**config.mk**
```make
export PLATFORM = sky130hd
export DESIGN_NAME = zifi_uart_rx_flat
export DESIGN_NICKNAME = d
export VERILOG_FILES = /design/src/rtl/zifi_uart_rx_if.sv /design/src/rtl/zifi_uart_rx.sv /design/src/flat_wrapper.sv
export SDC_FILE = /design/constraint.sdc
export NUM_CORES = 1
export LEC_CHECK = 0
export CAP_MARGIN = 10
export CORE_AREA = 2 2 111 134
export CTS_BUF_LIST = sky130_fd_sc_hd__clkbuf_4 sky130_fd_sc_hd__clkbuf_8 sky130_fd_sc_hd__clkbuf_16
export DETAILED_ROUTE_END_ITERATION = 6
export DIE_AREA = 0 0 113 136
export PLACE_DENSITY = 0.71
export RECOVER_POWER = 25
export SETUP_SLACK_MARGIN = 0.05
export SLEW_MARGIN = 30
export SYNTH_ARGS = -nofsm -noshare
export SYNTH_HDL_FRONTEND = slang
export SYNTH_SLANG_ARGS = --single-unit
export TNS_END_PERCENT = 50
```
**constraint.sdc**
```tcl
create_clock -name clk_bus -period 3.5 [get_ports clk_bus]
set_input_delay 0.7 -clock clk_bus [delete_from_list [all_inputs] [get_ports clk_bus]]
set_output_delay 0.7 -clock clk_bus [all_outputs]
set_load 0.05 [all_outputs]
```
**src/rtl/zifi_uart_rx_if.sv**
```systemverilog
// zifi_uart_rx_if: line input and register front-end signals of the ZiFi UART receiver.
// The receiver takes the slave modport; whatever drives the line and reads bytes takes master.
interface zifi_uart_rx_if;
    logic       uart_rx;
    logic       data_read;
    logic [7:0] rxdata;
    logic       rxrecv;
    logic       rts;
    logic       ovr;
    logic       ferr;

    modport master (
        output uart_rx,
        output data_read,
        input  rxdata,
        input  rxrecv,
        input  rts,
        input  ovr,
        input  ferr
    );

    modport slave (
        input  uart_rx,
        input  data_read,
        output rxdata,
        output rxrecv,
        output rts,
        output ovr,
        output ferr
    );
endinterface

```
**src/rtl/zifi_uart_rx.sv**
```systemverilog
// zifi_uart_rx: 8N1 serial receiver with oversampled bit recovery, show-ahead receive
// FIFO and RTS flow control with hysteresis.
// Optional feature: define ZIFI_UART_RX_FRAME_CHECK_EN to discard bytes whose stop bit
// samples 0 and flag them on ferr; without it the stop bit is ignored and ferr is tied 0.
module zifi_uart_rx #(
    parameter int CLK_HZ  = 28000000,
    parameter int BAUD    = 115200,
    parameter int FIFO_AW = 4,
    parameter int RTS_HI  = 12,
    parameter int RTS_LO  = 4
) (
    input  logic          clk_bus,
    input  logic          rst,
    zifi_uart_rx_if.slave bus
);
    localparam int DIV   = (CLK_HZ + BAUD / 2) / BAUD;
    localparam int TW    = $clog2(DIV);
    localparam int DEPTH = 2 ** FIFO_AW;
    localparam int CW    = FIFO_AW + 1;

    localparam logic [TW-1:0] T_LAST = TW'(DIV - 1);
    localparam logic [TW-1:0] T_HALF = TW'(DIV / 2 - 1);
    localparam logic [CW-1:0] C_FULL = CW'(DEPTH);
    localparam logic [CW-1:0] C_ONE  = CW'(1);
    localparam logic [CW-1:0] C_HI   = CW'(RTS_HI);
    localparam logic [CW-1:0] C_LO   = CW'(RTS_LO);

    typedef enum logic [1:0] {IDLE, START, DATA, STOP} state_t;

    logic               sync1;
    logic               rxs;
    state_t             state_q, state_d;
    logic [TW-1:0]      timer_q, timer_d;
    logic [2:0]         bit_q, bit_d;
    logic [7:0]         shift_q, shift_d;
    logic               push_req;
    logic               start_ok;

    logic [7:0]         mem [DEPTH];
    logic [FIFO_AW-1:0] wr_ptr;
    logic [FIFO_AW-1:0] rd_ptr_q, rd_ptr_d;
    logic [CW-1:0]      count_q, count_d;
    logic               read_q;
    logic               pop;
    logic               push;
    logic               drop;
    logic [7:0]         head_d;
    logic [7:0]         rxdata_q;
    logic               rxrecv_q;
    logic               rts_q;
    logic               ovr_q;

`ifdef ZIFI_UART_RX_FRAME_CHECK_EN
    logic frame_err;
    logic hold_q, hold_d;
    logic ferr_q;

    // A low stop bit may be a break; no new start is accepted until the line has gone high.
    assign start_ok = ~hold_q;
    assign bus.ferr = ferr_q;
`else
    assign start_ok = 1'b1;
    assign bus.ferr = 1'b0;
`endif

    // Two-flop synchronizer on the asynchronous line, preset to the idle level.
    always_ff @(posedge clk_bus) begin
        if (rst) begin
            sync1 <= 1'b1;
            rxs   <= 1'b1;
        end else begin
            sync1 <= bus.uart_rx;
            rxs   <= sync1;
        end
    end

    // Receiver FSM state, bit timer, bit counter and shift register.
    always_ff @(posedge clk_bus) begin
        if (rst) begin
            state_q <= IDLE;
            timer_q <= '0;
            bit_q   <= '0;
            shift_q <= '0;
        end else begin
            state_q <= state_d;
            timer_q <= timer_d;
            bit_q   <= bit_d;
            shift_q <= shift_d;
        end
    end

    // Next-state logic: half-bit start check, then centre sampling of 8 data bits and stop.
    always_comb begin
        state_d  = state_q;
        timer_d  = timer_q + 1'b1;
        bit_d    = bit_q;
        shift_d  = shift_q;
        push_req = 1'b0;
`ifdef ZIFI_UART_RX_FRAME_CHECK_EN
        frame_err = 1'b0;
        hold_d    = hold_q & ~rxs;
`endif
        case (state_q)
            IDLE: begin
                timer_d = '0;
                if (!rxs && start_ok) begin
                    state_d = START;
                end
            end
            START: begin
                if (timer_q == T_HALF) begin
                    timer_d = '0;
                    bit_d   = '0;
                    state_d = rxs ? IDLE : DATA;
                end
            end
            DATA: begin
                if (timer_q == T_LAST) begin
                    timer_d = '0;
                    shift_d = {rxs, shift_q[7:1]};
                    bit_d   = bit_q + 1'b1;
                    if (bit_q == 3'd7) begin
                        state_d = STOP;
                    end
                end
            end
            STOP: begin
                if (timer_q == T_LAST) begin
                    timer_d = '0;
                    state_d = IDLE;
`ifdef ZIFI_UART_RX_FRAME_CHECK_EN
                    if (rxs) begin
                        push_req = 1'b1;
                    end else begin
                        frame_err = 1'b1;
                        hold_d    = 1'b1;
                    end
`else
                    push_req = 1'b1;
`endif
                end
            end
            default: state_d = IDLE;
        endcase
    end

    // One pop per rising edge of data_read; a full FIFO still accepts a push when it also pops.
    assign pop  = bus.data_read & ~read_q & (count_q != '0);
    assign push = push_req & ((count_q != C_FULL) | pop);
    assign drop = push_req & ~push;

    // Next pointers/count and the head byte that becomes visible on rxdata next cycle.
    always_comb begin
        rd_ptr_d = rd_ptr_q;
        count_d  = count_q;
        head_d   = 8'h00;
        if (pop) begin
            rd_ptr_d = rd_ptr_q + 1'b1;
        end
        if (push && !pop) begin
            count_d = count_q + 1'b1;
        end else if (pop && !push) begin
            count_d = count_q - 1'b1;
        end
        if (count_d != '0) begin
            if (push && count_d == C_ONE) begin
                head_d = shift_q;
            end else begin
                head_d = mem[rd_ptr_d];
            end
        end
    end

    // FIFO storage; contents need no reset because the count gates every read.
    always_ff @(posedge clk_bus) begin
        if (push) begin
            mem[wr_ptr] <= shift_q;
        end
    end

    // FIFO pointers, registered outputs, RTS hysteresis and sticky overrun flag.
    always_ff @(posedge clk_bus) begin
        if (rst) begin
            wr_ptr   <= '0;
            rd_ptr_q <= '0;
            count_q  <= '0;
            read_q   <= 1'b0;
            rxdata_q <= 8'h00;
            rxrecv_q <= 1'b0;
            rts_q    <= 1'b0;
            ovr_q    <= 1'b0;
        end else begin
            read_q   <= bus.data_read;
            rd_ptr_q <= rd_ptr_d;
            count_q  <= count_d;
            rxdata_q <= head_d;
            rxrecv_q <= (count_d != '0);
            if (push) begin
                wr_ptr <= wr_ptr + 1'b1;
            end
            if (count_q >= C_HI) begin
                rts_q <= 1'b1;
            end else if (count_q <= C_LO) begin
                rts_q <= 1'b0;
            end
            if (pop) begin
                ovr_q <= 1'b0;
            end
            if (drop) begin
                ovr_q <= 1'b1;
            end
        end
    end

`ifdef ZIFI_UART_RX_FRAME_CHECK_EN
    // Break hold and sticky framing error; a valid pop clears the error.
    always_ff @(posedge clk_bus) begin
        if (rst) begin
            hold_q <= 1'b0;
            ferr_q <= 1'b0;
        end else begin
            hold_q <= hold_d;
            if (pop) begin
                ferr_q <= 1'b0;
            end
            if (frame_err) begin
                ferr_q <= 1'b1;
            end
        end
    end
`endif

    assign bus.rxdata = rxdata_q;
    assign bus.rxrecv = rxrecv_q;
    assign bus.rts    = rts_q;
    assign bus.ovr    = ovr_q;
endmodule

```
**src/flat_wrapper.sv**
```systemverilog
// flat-port wrapper written by rule: the top's interface ports become plain ports
module zifi_uart_rx_flat 
#(
    parameter int CLK_HZ  = 28000000,
    parameter int BAUD    = 115200,
    parameter int FIFO_AW = 4,
    parameter int RTS_HI  = 12,
    parameter int RTS_LO  = 4
)
  (clk_bus, rst, bus_uart_rx, bus_data_read, bus_rxdata, bus_rxrecv, bus_rts, bus_ovr, bus_ferr);
  zifi_uart_rx_if bus_i ();
  input  logic clk_bus;
  input  logic rst;
  input wire logic [$bits(bus_i.uart_rx)-1:0] bus_uart_rx;
  input wire logic [$bits(bus_i.data_read)-1:0] bus_data_read;
  output wire logic [$bits(bus_i.rxdata)-1:0] bus_rxdata;
  output wire logic [$bits(bus_i.rxrecv)-1:0] bus_rxrecv;
  output wire logic [$bits(bus_i.rts)-1:0] bus_rts;
  output wire logic [$bits(bus_i.ovr)-1:0] bus_ovr;
  output wire logic [$bits(bus_i.ferr)-1:0] bus_ferr;
  assign bus_i.uart_rx = bus_uart_rx;
  assign bus_i.data_read = bus_data_read;
  assign bus_rxdata = bus_i.rxdata;
  assign bus_rxrecv = bus_i.rxrecv;
  assign bus_rts = bus_i.rts;
  assign bus_ovr = bus_i.ovr;
  assign bus_ferr = bus_i.ferr;
  zifi_uart_rx #(.CLK_HZ(CLK_HZ), .BAUD(BAUD), .FIFO_AW(FIFO_AW), .RTS_HI(RTS_HI), .RTS_LO(RTS_LO)) u_core (.clk_bus(clk_bus), .rst(rst), .bus(bus_i));
endmodule
```
==> qor.yml, run 1 <==
path_buf_inv: 1
syn_area_um2: 7560
ios: 16
worstPathArrival_ns: 3.45
layout_common_cells: "128 x edfxtp_1, 53 x nand3_1, 48 x dfxtp_1"
area_delta_synth_final_pct: 13.6
multi_input_area_um2: 2540
cellPowerDensity_nw_per_um2: 732
clk_latency_ns: 0.43
switchingPower_mw: 2.12
dr.pass1.iters: 5
clock_skew_ns: 0.00839
end_kind: "register"
hold_violations: 0
max_freq_mhz: 320
cts_made_buffers: 17
n_fill_cell: 1105
slew_violations: 0
critPathKind: "reg -> reg"
htreeDepth: 4
synth.net_count: 620
cts_resized: 0
relSlewSlack_pct: 44.9
seqCellArea_um2: 4800
cap_violations: 0
synth.distinct_cells: 62
status: "completed"
hp-class: "reg -> reg"
cp_top_family: "compound AO/OA/AOI/OAI gates"
critPathSlowestCell: "or4b_1"
drtIter0Drc: 504
holdBufCountCts: 0
synth_edf_count: 128
critPathRequiredTime_ns: 3.82
clk_pin_slew_ns: 0.06
slowest_delay_ns: 0.61
synthFlopType: "edfxtp_1"
remaining_drc_errors: 0
critPathLaunchType: "register"
grt_use_total_pct: 22.7
synthArstFlopShare_pct: 0
ir_drop_uv: 369
cts_tree: "yes"
wl_per_cell_um: 20.6
p_sw_share_pct: 33.7
postRouteAntennaNets: 0
crit_chain: "inv_1, ha_1, or4b_1, nand3_1, a21boi_2, mux4_2, o2111ai_1, o211ai_1, o211a_1"
via_per_inst: 6.15
yosysWarnings: 0
synthCells: 598
chipHeight_um: 136
yosys.area.top_type_share_pct: 50.8
final_util_pct: 60.6
yosys.area.top_type: "edfxtp_1"
rows: 48
p_int_mw: 4.17
root_buffer: "clkbuf_16"
io_buffers: 14
grt_remaining_overflow: 0
die_area_um2: 15400
cts_sinks: 176
synth-seq-cells: 176
layout_min_cycle_time_ns: 3.12
seqPwrFrac_pct: 37.8
rrSetupSlack_ns: 0.38
grt_antenna_before_repair: 0
clockBufferDepth: 2
grt_pass1_wl_um: 26000
floorplan.initialDensity_pct: 53.4
final_nets: 651
fin_crit_sh_pct: 89.3
routed_wirelength_um: 16800
routabilityCongestion: 0.946
pwr-share-clk_pct: 28.0
die_w_um: 113
drive_gt1_share_pct: 14.0
tns_ns: 0
leakagePower_nw: 3.07
ys_seq_area_share_pct: 63.5
syn_avg_cell_area_um2: 12.6
core_um2: 14200
p_comb_share_pct: 34.1
grt_max_degree: 48
synthTopCellsByArea: "edfxtp_1 51%, dfxtp_1 13%, nand3_1 3.5%, ha_1 3.0%, a211o_1 2.5%"
vias: 5021
setup_violations: 0
rsz0062_at_grt: "false"
worstMarginPinSlew_ns: 0.826
grt_pass1_vias: 4839
n_antenna_cell: 0
layout_commonest_cell: "edfxtp_1"
post_cts_buffers: 0
critPathMaxFanout: 8
dp.final_hpwl_um: 11600
## through the flow
step	cells	total power, mW	cell area [um2]	setup WS, ns	hold slack [ns]
after floorplan	598	3.98	7560	0.766	0.389
after global placement	785	4.48	8030	0.163	0.398
after detailed placement	785	4.54	8030	0.180	0.406
after CTS	817	6.29	8590	0.389	0.421
after global routing	817	6.55	8590	0.239	0.432
final	817	6.29	8590	0.376	0.415
## worst register-to-register path, delay by kind of cell, from the launching register on
kind,cells,cell delay [ns]
buffers and inverters,1,0.13
multiplexers,1,0.39
AND/OR/NAND/NOR,2,0.82
adder cells (fa/ha/maj),1,0.25
flip-flops,1,0.36
AO/OA/AOI/OAI,4,1.06
## synth_stat cells (4+ instances only)
cell type,number
edfxtp_1,128
nand3_1,53
dfxtp_1,48
nor2_1,44
nand2_1,27
and3_1,26
o21ai_0,25
clkbuf_1,23
a211o_1,22
ha_1,18
nor3_1,15
a21oi_1,14
inv_1,14
nand4_1,11
o211a_1,10
buf_2,9
a31oi_1,8
xnor2_1,8
mux4_2,7
o2111ai_1,7
o211ai_1,7
xor2_1,7
a211oi_1,5
and2_1,5
mux2i_1,4
## cell families (layout without fill, tap and decap cells)
family	after synthesis	in the layout	synth area share [%]
mux	12	12	2.76
simple gates	206	206	14.3
xor+xnor	15	15	1.74
compound gates	119	119	11.7
flops	176	176	63.5
buf+inv	51	95	2.94
fa+ha+maj	18	18	2.98
other cells	1	1	0.0496
## worst paths after layout
| path | from | cells after the start | to |
|---|---|---|---|
| setup reg to reg | u_core.count_q[0]$_SDFF_PP0_ | 9 | u_core.bus.rxdata[1]$_SDFF_PP0_ |
| hold reg to reg | u_core.sync1$_SDFF_PP1_ | 1 | u_core.rxs$_SDFF_PP1_ |
| hold / removal | u_core.sync1$_SDFF_PP1_ | 1 | u_core.rxs$_SDFF_PP1_ |
| setup / recovery | u_core.count_q[0]$_SDFF_PP0_ | 9 | u_core.bus.rxdata[1]$_SDFF_PP0_ |
## per-layer routing
layer	up-vias	global-route usage, %	wire length (um)	part of all wire [%]
met4	0	10.6	433	2.6
li1	2344	-	-	-
met3	41	3.97	934	5.6
met5	-	0	0	0
met1	2451	29.8	7070	42
met2	185	37.1	8360	50
## power by group through the flow
stage	Clock (mW)	Combinational [mW]	Sequential, mW
after CTS	1.78	2.14	2.38
after floorplan	0	1.46	2.52
after detailed placement	0	2.12	2.42
after global placement	0	2.06	2.42
final	1.76	2.15	2.38
after global routing	1.86	2.31	2.39
## cell type report
class	instances	area share, %
clock inverter	4	0.277
clock buffer	28	6.21
tap	175	2.55
inverter	14	0.612
sequential	176	56.0
multi-input combinational	371	29.6
timing repair buffer	49	4.84
## registers in the layout, summed over array words and instances (netlist names), named ones only
register / count
u_core.timer_q: 8
u_core.bus.rxdata: 8
u_core.wr_ptr: 4
u_core.bus.rts: 1
u_core.state_q: 1
u_core.shift_q: 8
u_core.bit_q: 3
u_core.sync1: 1
u_core.bus.rxrecv: 1
u_core.count_q: 5
u_core.read_q: 1
u_core.mem: 128
u_core.rxs: 1
u_core.rd_ptr_q: 4
u_core.bus.ovr: 1
Power figures use the tool's default switching activity.
==> inputs of run 2 (changes only) <==
--- a/config.mk
+++ b/config.mk
@@ -10,9 +10,11 @@
 export CTS_BUF_LIST = sky130_fd_sc_hd__clkbuf_4 sky130_fd_sc_hd__clkbuf_8 sky130_fd_sc_hd__clkbuf_16
 export DETAILED_ROUTE_END_ITERATION = 6
 export DIE_AREA = 0 0 113 136
-export PLACE_DENSITY = 0.71
+export DONT_BUFFER_PORTS = 1
+export PLACE_DENSITY = 0.69
 export RECOVER_POWER = 25
 export SETUP_SLACK_MARGIN = 0.05
+export SKIP_LAST_GASP = 1
 export SLEW_MARGIN = 30
 export SYNTH_ARGS = -nofsm -noshare
 export SYNTH_HDL_FRONTEND = slang
==> qor.yml, run 2 (synthesis results as in run 1) <==
layout_min_cycle_time_ns: 3.15
largest_register_ffs: 128
area_delta_synth_final_pct: 11.3
dp.final_hpwl_um: 11400
cts_resized: 0
ios: 16
clk_pin_slew_ns: 0.06
fin_crit_sh_pct: 90.1
io_buffers: 0
ir_drop_uv: 365
relSlewSlack_pct: 31.6
chipHeight_um: 136
root_buffer: "clkbuf_16"
die_area_um2: 15400
grt_use_total_pct: 22.8
clockBufferDepth: 2
hp-class: "in -> reg"
slew_violations: 0
cellPowerDensity_nw_per_um2: 751
grtUsageMet2_pct: 37.7
worst_slack_ns: 0.346
drtIter0Drc: 706
status: "finished, violations left"
layout_commonest_cell: "edfxtp_1"
whs_path_depth: 1
largest-register: "u_core.mem"
cap_violations: 0
setup_violations: 0
critPathKind: "reg -> reg"
core_um2: 14200
critPathMaxFanout: 8
clk_latency_ns: 0.42
rows: 48
cts_tree: "yes"
postRouteAntennaNets: 0
r2r-start: "u_core.count_q[0]$_SDFF_PP0_"
routed_wirelength_um: 16900
cts_made_buffers: 17
via_per_inst: 6.25
final_nets: 626
critPathLaunchType: "register"
htreeDepth: 4
crit_start: "u_core.count_q[0]$_SDFF_PP0_"
holdCritStartpoint: "rst"
dp_slack_ns: 0.389
routabilityCongestion: 0.900
die_w_um: 113
worstPathArrival_ns: 3.47
end_kind: "register"
floorplan.initialDensity_pct: 53.4
clock_skew_ns: 0.00719
grt_pass1_wl_um: 26400
vias: 4948
timing.rr.end: "u_core.bus.rxdata[5]$_SDFF_PP0_"
critPathRequiredTime_ns: 3.81
tns_ns: 0
rrSetupSlack_ns: 0.35
dr.pass1.iters: 7
n_antenna_cell: 0
post_cts_buffers: 0
holdBufCountCts: 0
hold_violations: 0
drive_gt1_share_pct: 12.8
use_met3_pct: 5.17
violations: "design-rule violations"
leakagePower_nw: 2.95
grt_max_degree: 48
wl_per_cell_um: 21.3
grt_remaining_overflow: 0
cts_sinks: 176
grt_pass1_vias: 4774
min_to: "u_core.bus.ovr$_SDFFE_PP0P_"
max_freq_mhz: 317
grtUsageMet1_pct: 30.5
worstMarginPinSlew_ns: 1.02
busiest_layer: "met2"
layout_common_cells: "128 x edfxtp_1, 53 x nand3_1, 48 x dfxtp_1"
grt_antenna_before_repair: 0
reg2reg_depth: 9
remaining_drc_errors: 2
rsz0062_at_grt: "false"
## run 2: changes by cell type in the layout (fill, tap and decap cells not counted), sizes merged, moves of 3 or more
cell           delta
buf              -11
bufinv            +3
clkbuf            -9
clkdlybuf4s50    -14
clkinv            +3
clkinvlp          +5
## run 2: cell type report
class,count,area [um2]
well taps,175,219
clock inverters,13,163
clock buffers,19,447
repair buffers,24,180
flip-flops and latches,176,4800
inverters,14,52.6
fillers,1096,5760
multi-input cells,371,2550
## run 2: layer usage
layer | wire length (um) | share of wire [%] | up-vias
li1 | - | - | 2293
met1 | 7010 | 42 | 2404
met2 | 8320 | 49 | 232
met3 | 1300 | 7.7 | 19
met4 | 215 | 1.3 | 0
met5 | 0 | 0 | -
## run 2: worst max-delay path by stage
stage                                 endpoint  slack [ns]  cells after the start
3_3_place_gp   u_core.bus.rxdata[0]$_SDFF_PP0_        0.44                      7
6_report       u_core.bus.rxdata[5]$_SDFF_PP0_        0.35                      9
2_1_floorplan       u_core.mem[3][0]$_DFFE_PP_        0.77                      6
5_1_grt        u_core.bus.rxdata[5]$_SDFF_PP0_        0.23                      9
4_1_cts        u_core.bus.rxdata[0]$_SDFF_PP0_        0.32                      9
3_5_place_dp   u_core.bus.rxdata[6]$_SDFF_PP0_        0.39                      9
## run 2: worst max-delay path, cell delays in order (launching register included)
cell,delay (ns)
dfxtp_1,0.36
inv_1,0.14
ha_1,0.23
or4b_1,0.63
nand3_1,0.23
a21boi_2,0.53
mux4_2,0.41
o2111ai_1,0.26
o211ai_1,0.13
o211a_1,0.13
## run 2: metrics by stage
| step | total power, mW | instances | hold slack, ns | util (%) | cell area, um2 |
|---|---|---|---|---|---|
| floorplan | 3.98 | 598 | 0.389 | - | 7560 |
| global placement | 4.38 | 760 | 0.411 | 55.0 | 7790 |
| detailed placement | 4.41 | 760 | 0.402 | 55.0 | 7790 |
| CTS | 6.32 | 792 | 0.323 | 59.3 | 8400 |
| global route | 6.58 | 792 | 0.320 | 59.4 | 8420 |
| finish | 6.32 | 792 | 0.344 | 59.4 | 8420 |
## run 2: where the power goes
part / leakage (nW) / internal [mW] / total (mW) / switching, mW
Combinational: 1.09 / 0.723 / 1.88 / 1.16
Sequential: 1.58 / 2.29 / 2.53 / 0.239
Clock: 0.283 / 1.15 / 1.91 / 0.763
==> inputs of run 3 (changes only) <==
==> constraint.sdc (replaced) <==
create_clock -name clk_bus -period 3.85 [get_ports clk_bus]
set_input_delay 0.77 -clock clk_bus [delete_from_list [all_inputs] [get_ports clk_bus]]
set_output_delay 0.77 -clock clk_bus [all_outputs]
set_load 0.05 [all_outputs]
==> qor.yml, run 3 (synthesis results as in run 1) <==
final_nets: 617
vias: 4882
slowest_delay_ns: 0.74
leakagePower_nw: 2.93
fin_crit_sh_pct: 85.1
final_util_pct: 59.1
rows: 48
grt_antenna_before_repair: 0
critPathLaunchType: "register"
layout_min_cycle_time_ns: 3.28
critPathSlowestCell: "nor2_2"
max_freq_mhz: 305
cts_sinks: 176
floorplan.initialDensity_pct: 53.4
final_cells: 783
via_per_inst: 6.23
worstMarginPinSlew_ns: 0.860
largest_register_ffs: 128
layout_common_cells: "128 x edfxtp_1, 53 x nand3_1, 48 x dfxtp_1"
layout_commonest_cell: "edfxtp_1"
p_comb_share_pct: 29.4
ios: 16
largest-register: "u_core.mem"
cts_tree: "yes"
critPathRequiredTime_ns: 4.16
routed_wirelength_um: 17000
setup_violations: 0
cellPowerDensity_nw_per_um2: 700
hold_violations: 0
holdBufCountCts: 0
status: "finished, violations left"
clk_latency_ns: 0.42
grt_remaining_overflow: 0
area_delta_synth_final_pct: 10.8
slew_violations: 0
placedCellCount: 751
io_buffers: 0
violations: "design-rule violations"
die_w_um: 113
whs_ns: 0.411
cap_violations: 0
tns_ns: 0
reg2reg_depth: 9
relSlewSlack_pct: 42.6
htreeDepth: 4
p_sw_share_pct: 34.0
chipHeight_um: 136
grt_use_total_pct: 23.0
critPathMaxFanout: 22
crit_chain: "inv_1, ha_1, or4b_1, a21oi_4, nor2_2, mux4_2, o2111ai_1, o211ai_1, o211a_1"
critPathKind: "reg -> reg"
drtIter0Drc: 549
remaining_drc_errors: 2
hp-class: "in -> reg"
routabilityCongestion: 0.851
die_area_um2: 15400
worstPathArrival_ns: 3.59
wl_per_cell_um: 21.7
whs_path_depth: 1
core_um2: 14200
grt_pass1_vias: 4759
clockBufferDepth: 2
seqPwrFrac_pct: 39.0
drive_gt1_share_pct: 11.5
root_buffer: "clkbuf_16"
end_kind: "register"
p_int_mw: 3.87
switchingPower_mw: 2.00
dr.pass1.iters: 7
pwr-share-clk_pct: 31.6
grt_pass1_wl_um: 26600
grt_max_degree: 48
postRouteAntennaNets: 0
cts_resized: 0
clock_skew_ns: 0.00550
rsz0062_at_grt: "false"
cts_made_buffers: 17
ir_drop_uv: 355
n_antenna_cell: 0
post_cts_buffers: 0
clk_pin_slew_ns: 0.06
dp.final_hpwl_um: 11200
==> run 3: layer usage <==
metal  up-vias  wire [um]  global-route usage (%)
met3        24       1070                    4.77
met2       191       8560                    38.2
li1       2274          -                       -
met4         0        274                    7.59
met5         -          0                       0
met1      2393       7090                    30.5
==> run 3: metrics by stage <==
step                      area, um2  worst slack, ns  power, mW
after CTS                      8380            0.550       5.88
after detailed placement       7730            0.423       4.02
after global placement         7730            0.570       3.98
after floorplan                7560             1.05       3.62
after global routing           8380            0.322       6.12
final                          8380            0.574       5.87
==> run 3: layout make-up <==
cell class | instances | area (um2)
Clock buffer | 18 | 433
Clock inverter | 14 | 215
Fill cell | 1104 | 5790
Inverter | 14 | 52.6
Multi-Input combinational cell | 371 | 2540
Sequential cell | 176 | 4800
Tap cell | 175 | 219
Timing Repair Buffer | 15 | 113
==> run 3: worst max-delay path: cells and delay by family, from the launching register on <==
kind,cells,cell delay (ns)
buffers and inverters,1,0.13
AO/OA/AOI/OAI,4,0.67
AND/OR/NAND/NOR,2,1.08
multiplexers,1,0.60
flip-flops,1,0.43
adder cells (fa/ha/maj),1,0.25
==> run 3: power by group through the flow <==
stage / clock network [mW] / logic, mW / registers (mW)
2_1_floorplan: 0 / 1.33 / 2.29
3_3_place_gp: 0 / 1.65 / 2.33
3_5_place_dp: 0 / 1.69 / 2.33
4_1_cts: 1.88 / 1.71 / 2.29
5_1_grt: 1.96 / 1.87 / 2.30
6_report: 1.86 / 1.72 / 2.29
==> run 3: worst paths after layout <==
| kind | startpoint | endpoint | slack (ns) |
|---|---|---|---|
| worst max register to register | u_core.count_q[0]$_SDFF_PP0_ | u_core.bus.rxdata[3]$_SDFF_PP0_ | 0.57 |
| worst min register to register | u_core.sync1$_SDFF_PP1_ | u_core.rxs$_SDFF_PP1_ | 0.41 |
| worst max-delay path | u_core.count_q[0]$_SDFF_PP0_ | u_core.bus.rxdata[3]$_SDFF_PP0_ | 0.57 |
| worst min-delay path | rst | u_core.bus.ovr$_SDFFE_PP0P_ | 0.41 |
